## config.mk

```make
export PLATFORM = sky130hd
export DESIGN_NAME = alarm_sequencer
export DESIGN_NICKNAME = d
export VERILOG_FILES = /design/src/rtl/alarm_sequencer.sv
export SDC_FILE = /design/constraint.sdc
export NUM_CORES = 1
export LEC_CHECK = 0
export CAP_MARGIN = 20
export CORE_MARGIN = 4
export CORE_UTILIZATION = 40
export DETAILED_ROUTE_END_ITERATION = 7
export PLACE_DENSITY_LB_ADDON = 0.05
export REMOVE_ABC_BUFFERS = 1
export SYNTH_ARGS = -nofsm -noshare
export SYNTH_HDL_FRONTEND = slang
export SYNTH_SLANG_ARGS = --single-unit
```

## constraint.sdc

```tcl
create_clock -name clk_i -period 2.6 [get_ports clk_i]
set_input_delay 0.52 -clock clk_i [delete_from_list [all_inputs] [get_ports clk_i]]
set_output_delay 0.52 -clock clk_i [all_outputs]
set_load 0.01 [all_outputs]
```

## src/rtl/alarm_sequencer.sv

```systemverilog
// Alarm ring/snooze/stop sequencer feeding SongPlayer's playSound and the flash LED.
// Buttons are edge-detected here; all outputs are registered (one clk after the inputs).
module alarm_sequencer #(
  parameter int SNOOZE_SEC       = 300,
  parameter int RING_TIMEOUT_SEC = 60,
  parameter int MAX_SNOOZE       = 3
) (
  input  logic       clk_i,
  input  logic       reset_i,
  input  logic       tick_1hz_i,
  input  logic [4:0] cur_hr_i,
  input  logic [5:0] cur_min_i,
  input  logic [4:0] alm_hr_i,
  input  logic [5:0] alm_min_i,
  input  logic       alm_en_i,
  input  logic       snooze_btn_i,
  input  logic       stop_btn_i,
  output logic       play_sound_o,
  output logic       flash_o,
  output logic [1:0] state_o,
  output logic [1:0] snooze_cnt_o
);

  localparam int MAX_SEC = (SNOOZE_SEC > RING_TIMEOUT_SEC) ? SNOOZE_SEC : RING_TIMEOUT_SEC;
  localparam int SEC_W   = $clog2(MAX_SEC + 1);

  localparam logic [SEC_W-1:0] SNOOZE_LIM = SEC_W'(SNOOZE_SEC);
  localparam logic [SEC_W-1:0] RING_LIM   = SEC_W'(RING_TIMEOUT_SEC);
  localparam logic [SEC_W-1:0] SEC_SAT    = SEC_W'(MAX_SEC);
  localparam logic [1:0]       SNZ_LIM    = 2'(MAX_SNOOZE);

  typedef enum logic [1:0] {
    IDLE    = 2'd0,
    RINGING = 2'd1,
    SNOOZE  = 2'd2,
    DONE    = 2'd3
  } state_t;

  state_t           state_q, state_d;
  logic [SEC_W-1:0] sec_q, sec_d;
  logic [1:0]       snz_cnt_q, snz_cnt_d;
  logic             flash_q, flash_d;
  logic             play_q, play_d;
  logic             snz_btn_q, stop_btn_q;

  logic             match;
  logic             snz_press, stop_press;
  logic [SEC_W-1:0] sec_inc;

  assign match      = alm_en_i & (cur_hr_i == alm_hr_i) & (cur_min_i == alm_min_i);
  assign snz_press  = snooze_btn_i & ~snz_btn_q;
  assign stop_press = stop_btn_i & ~stop_btn_q;
  // Saturating increment so the counter can never wrap back below a limit.
  assign sec_inc    = (sec_q == SEC_SAT) ? sec_q : sec_q + 1'b1;

  always_comb begin
    state_d   = state_q;
    sec_d     = sec_q;
    snz_cnt_d = snz_cnt_q;
    flash_d   = flash_q;

    if (!alm_en_i) begin
      state_d   = IDLE;
      sec_d     = '0;
      snz_cnt_d = '0;
      flash_d   = 1'b0;
    end else begin
      unique case (state_q)
        IDLE: begin
          if (match) begin
            state_d = RINGING;
            sec_d   = '0;
            flash_d = 1'b0;
          end
        end

        RINGING: begin
          if (stop_press) begin
            state_d = DONE;
            sec_d   = '0;
            flash_d = 1'b0;
          end else if (snz_press && (snz_cnt_q < SNZ_LIM)) begin
            state_d   = SNOOZE;
            sec_d     = '0;
            snz_cnt_d = snz_cnt_q + 2'd1;
            flash_d   = 1'b0;
          end else if (tick_1hz_i) begin
            if (sec_inc >= RING_LIM) begin
              state_d = DONE;
              sec_d   = '0;
              flash_d = 1'b0;
            end else begin
              sec_d   = sec_inc;
              flash_d = ~flash_q;
            end
          end
        end

        SNOOZE: begin
          flash_d = 1'b0;
          if (stop_press) begin
            state_d = DONE;
            sec_d   = '0;
          end else if (tick_1hz_i) begin
            if (sec_inc >= SNOOZE_LIM) begin
              state_d = RINGING;
              sec_d   = '0;
            end else begin
              sec_d = sec_inc;
            end
          end
        end

        DONE: begin
          flash_d = 1'b0;
          // Held here until the matching minute passes so it cannot retrigger.
          if (!match) begin
            state_d   = IDLE;
            sec_d     = '0;
            snz_cnt_d = '0;
          end
        end

        default: begin
          state_d   = IDLE;
          sec_d     = '0;
          snz_cnt_d = '0;
          flash_d   = 1'b0;
        end
      endcase
    end

    play_d = (state_d == RINGING);
  end

  always_ff @(posedge clk_i) begin
    if (reset_i) begin
      state_q    <= IDLE;
      sec_q      <= '0;
      snz_cnt_q  <= '0;
      flash_q    <= 1'b0;
      play_q     <= 1'b0;
      snz_btn_q  <= 1'b0;
      stop_btn_q <= 1'b0;
    end else begin
      state_q    <= state_d;
      sec_q      <= sec_d;
      snz_cnt_q  <= snz_cnt_d;
      flash_q    <= flash_d;
      play_q     <= play_d;
      snz_btn_q  <= snooze_btn_i;
      stop_btn_q <= stop_btn_i;
    end
  end

  assign play_sound_o = play_q;
  assign flash_o      = flash_q;
  assign state_o      = state_q;
  assign snooze_cnt_o = snz_cnt_q;

endmodule
```

==> results.sh, run 1 <==
export IMPL_outcome="completed"
export IMPL_setup_viol=0
export IMPL_synth_common_cells="19 x a21oi_1, 17 x dfxtp_1, 14 x nand2_1"
export IMPL_stdcell_area_um2=2070
export IMPL_crit_required_ns=2.73
export IMPL_cts_root_buf="clkbuf_8"
export IMPL_cp_max_fo=9
export IMPL_critPathLaunchType="flip-flop"
export IMPL_antenna_cells=0
export IMPL_cts_buffer_depth=2
export IMPL_rows=22
export IMPL_ys_warn_count=0
export IMPL_async_flop_share=0
export IMPL_synth_cells=194
export IMPL_hold_path_class="reg2reg"
export IMPL_leakage_uw=0.000731
export IMPL_grt_max_degree=13
export IMPL_numCtsBuffers=3
export IMPL_postPlaceCellArea_um2=2000
export IMPL_netlist_area_leader_share=0.220
export IMPL_slowest_stage="or4b_4"
export IMPL_synth_distinct_cells=56
export IMPL_crit_type="reg2reg"
export IMPL_netlist_area_um2=1550
export IMPL_clock_latency_ns=0.25
export IMPL_dpl_hpwl_um=3520
export IMPL_critPathCaptureType="flip-flop"
export IMPL_dp_worst_setup_slack_ns=-0.214
export IMPL_synth_ff_type="dfxtp_1"
export IMPL_fin_util=0.561
export IMPL_clkTransAtPathRegs_ns=0.07
export IMPL_drv_slew=0
export IMPL_finClkSkew_ns=0.00228
export IMPL_design_core_area_um2=3690
export IMPL_htreeDepth=1
export IMPL_post_route_period_util=0.965
export IMPL_cp_arrival_ns=2.64
export IMPL_route_final_wire_length_um=4270
export IMPL_synth_edff_count=0
export IMPL_drive_above_1_share=0.174
export IMPL_num_io_pins=34
export IMPL_grt_pass1_wl_um=7010
export IMPL_area_growth_syn_to_layout_pct=33.7
export IMPL_finalPower_uw=552
export IMPL_grtUsageTotal=0.171
export IMPL_synth_area_leaders="dfxtp_1 22%, xnor2_1 6.8%, ha_1 6.5%"
export IMPL_die_h_um=70.2
export IMPL_drt_iter0_drc=91
export IMPL_yosysMostFrequentCell="a21oi_1"
export IMPL_overflow=0
export IMPL_dr_pass1_iters=4
export IMPL_crit_path_max_incr_delay_ns=0.51
export IMPL_min_period_ns=2.51
export IMPL_finalHoldViolCount=0
export IMPL_grt_pass1_vias=1645
export IMPL_initial_core_util=0.420
export IMPL_rsz0062_at_grt="false"
export IMPL_ys_seq_area_frac=0.220
export IMPL_clock_fmax_ghz=0.399
export IMPL_cts_tree="built"
export IMPL_wire_per_inst_um=14.7
export IMPL_synth_ff_latch_count=17
export IMPL_viasPerCell=5.77
export IMPL_cap_violations=0
export IMPL_synth_top_area_cell="dfxtp_1"
export IMPL_io_buffers=33
export IMPL_antenna_found_initial=0
export IMPL_max_slew_margin_rel=0.668
export IMPL_ant_nets=0
export IMPL_place_gp_congestion=0.929
export IMPL_die_w_um=70.2
export IMPL_irDropWorstVdd_mv=0.172
export IMPL_cts_sinks=17
export IMPL_worstPathCellList="inv_1 -> ha_1 -> and4b_4 -> a311o_1 -> o211ai_2 -> or4b_4 -> and3_4 -> o211ai_1 -> a21oi_1"
export IMPL_fin_nets=279
export IMPL_p_per_area_nw_per_um2=267
export IMPL_worst_pin_slew_ns=0.498
export IMPL_postSynthAreaPerCell_um2=7.98
export IMPL_drc_errors=0
export IMPL_vias=1672
export IMPL_finalWorstSetupSlack_ns=0.0921
export IMPL_dieArea_um2=4930
power by group:
part	total, uW	internal [uW]	leakage, uW	switching (uW)
Clock	199	106	0.0000255	92.7
Combinational	90.2	60.4	0.000568	29.9
Sequential	263	262	0.000137	0.616
Total	552	429	0.000731	123
critical path, delay by kind of cell (launching register included):
| family | cells | cell delay [ns] |
|---|---|---|
| adder cells (fa/ha/maj) | 1 | 0.20 |
| buffers and inverters | 1 | 0.07 |
| flip-flops | 1 | 0.46 |
| AO/OA/AOI/OAI | 4 | 0.73 |
| AND/OR/NAND/NOR | 3 | 0.93 |
repair_timing:
item / CTS / global route
setup buffers: 0 / 0
pin swaps: 1 / 0
endpoints found under the setup margin: 2 / 9
gates resized for setup: 0 / 5
hold buffers: 0 / 0
through the flow:
stage	cells	setup TNS, ns	hold slack (ns)
after CTS	290	0	0.504
final	290	0	0.505
after detailed placement	286	-1.12	0.492
after global placement	286	-0.344	0.491
after floorplan	184	0	0.478
after global routing	290	0	0.530
final timing paths:
| check | startpoint | end | slack, ns | depth (start not counted) |
|---|---|---|---|---|
| hold reg to reg | snooze_cnt_o[1] | snooze_cnt_o[1] | 0.51 | 2 |
| setup / recovery | sec_q[1] | sec_q[1] | 0.09 | 9 |
| setup reg to reg | sec_q[1] | sec_q[1] | 0.09 | 9 |
| hold / removal | snooze_cnt_o[1] | snooze_cnt_o[1] | 0.51 | 2 |
per-layer routing:
metal / track usage / share of wire / vias up
met4: 0.0660 / 0.027 / 0
met5: 0 / 0 / -
met1: 0.190 / 0.39 / 776
li1: - / - / 825
met2: 0.318 / 0.53 / 60
met3: 0.0331 / 0.049 / 11
state kept, by name (all words and copies together) (netlist names):
register,cells
flash_o,1
play_sound_o,1
sec_q,9
snooze_cnt_o,2
snz_btn_q,1
state_o,2
stop_btn_q,1
cell usage in the layout (no fill, tap or decap), types with 4 or more instances in the layout:
cell type / count
ha_1: 7
nand2_1: 14
dfxtp_1: 17
clkdlybuf4s50_1: 33
a21oi_1: 19
nor2b_1: 6
nor4_1: 4
nand4_1: 5
o21ai_0: 6
buf_4: 21
nor3_1: 4
o22ai_1: 5
nand3_1: 11
inv_1: 8
o211ai_1: 4
xnor2_1: 12
nor2_1: 7
cell families after synthesis:
group | Yosys count | share of synthesized area
xor+xnor | 13 | 0.0736
fa+ha+maj | 8 | 0.0647
flops | 17 | 0.220
mux | 1 | 0.00728
simple gates | 78 | 0.307
buf+inv | 19 | 0.0808
compound gates | 58 | 0.247
cell type report:
class	instances	area (um^2)
clock buffers	3	41.3
clock inverters	1	5.00
fillers	378	1620
inverters	9	33.8
multi-input cells	158	1100
flip-flops and latches	17	340
well taps	48	60.1
repair buffers	54	488
(Power assumes the default switching activity.)
==> inputs of run 2 (changes only) <==
--- a/config.mk
+++ b/config.mk
@@ -8,9 +8,11 @@
 export CAP_MARGIN = 20
 export CORE_MARGIN = 4
 export CORE_UTILIZATION = 40
+export CTS_CLUSTER_SIZE = 14
 export DETAILED_ROUTE_END_ITERATION = 7
 export PLACE_DENSITY_LB_ADDON = 0.05
 export REMOVE_ABC_BUFFERS = 1
+export SLEW_MARGIN = 10
 export SYNTH_ARGS = -nofsm -noshare
 export SYNTH_HDL_FRONTEND = slang
 export SYNTH_SLANG_ARGS = --single-unit
==> results of run 2 <==
No change in the layout: final DEF, timing and power equal those of run 1.
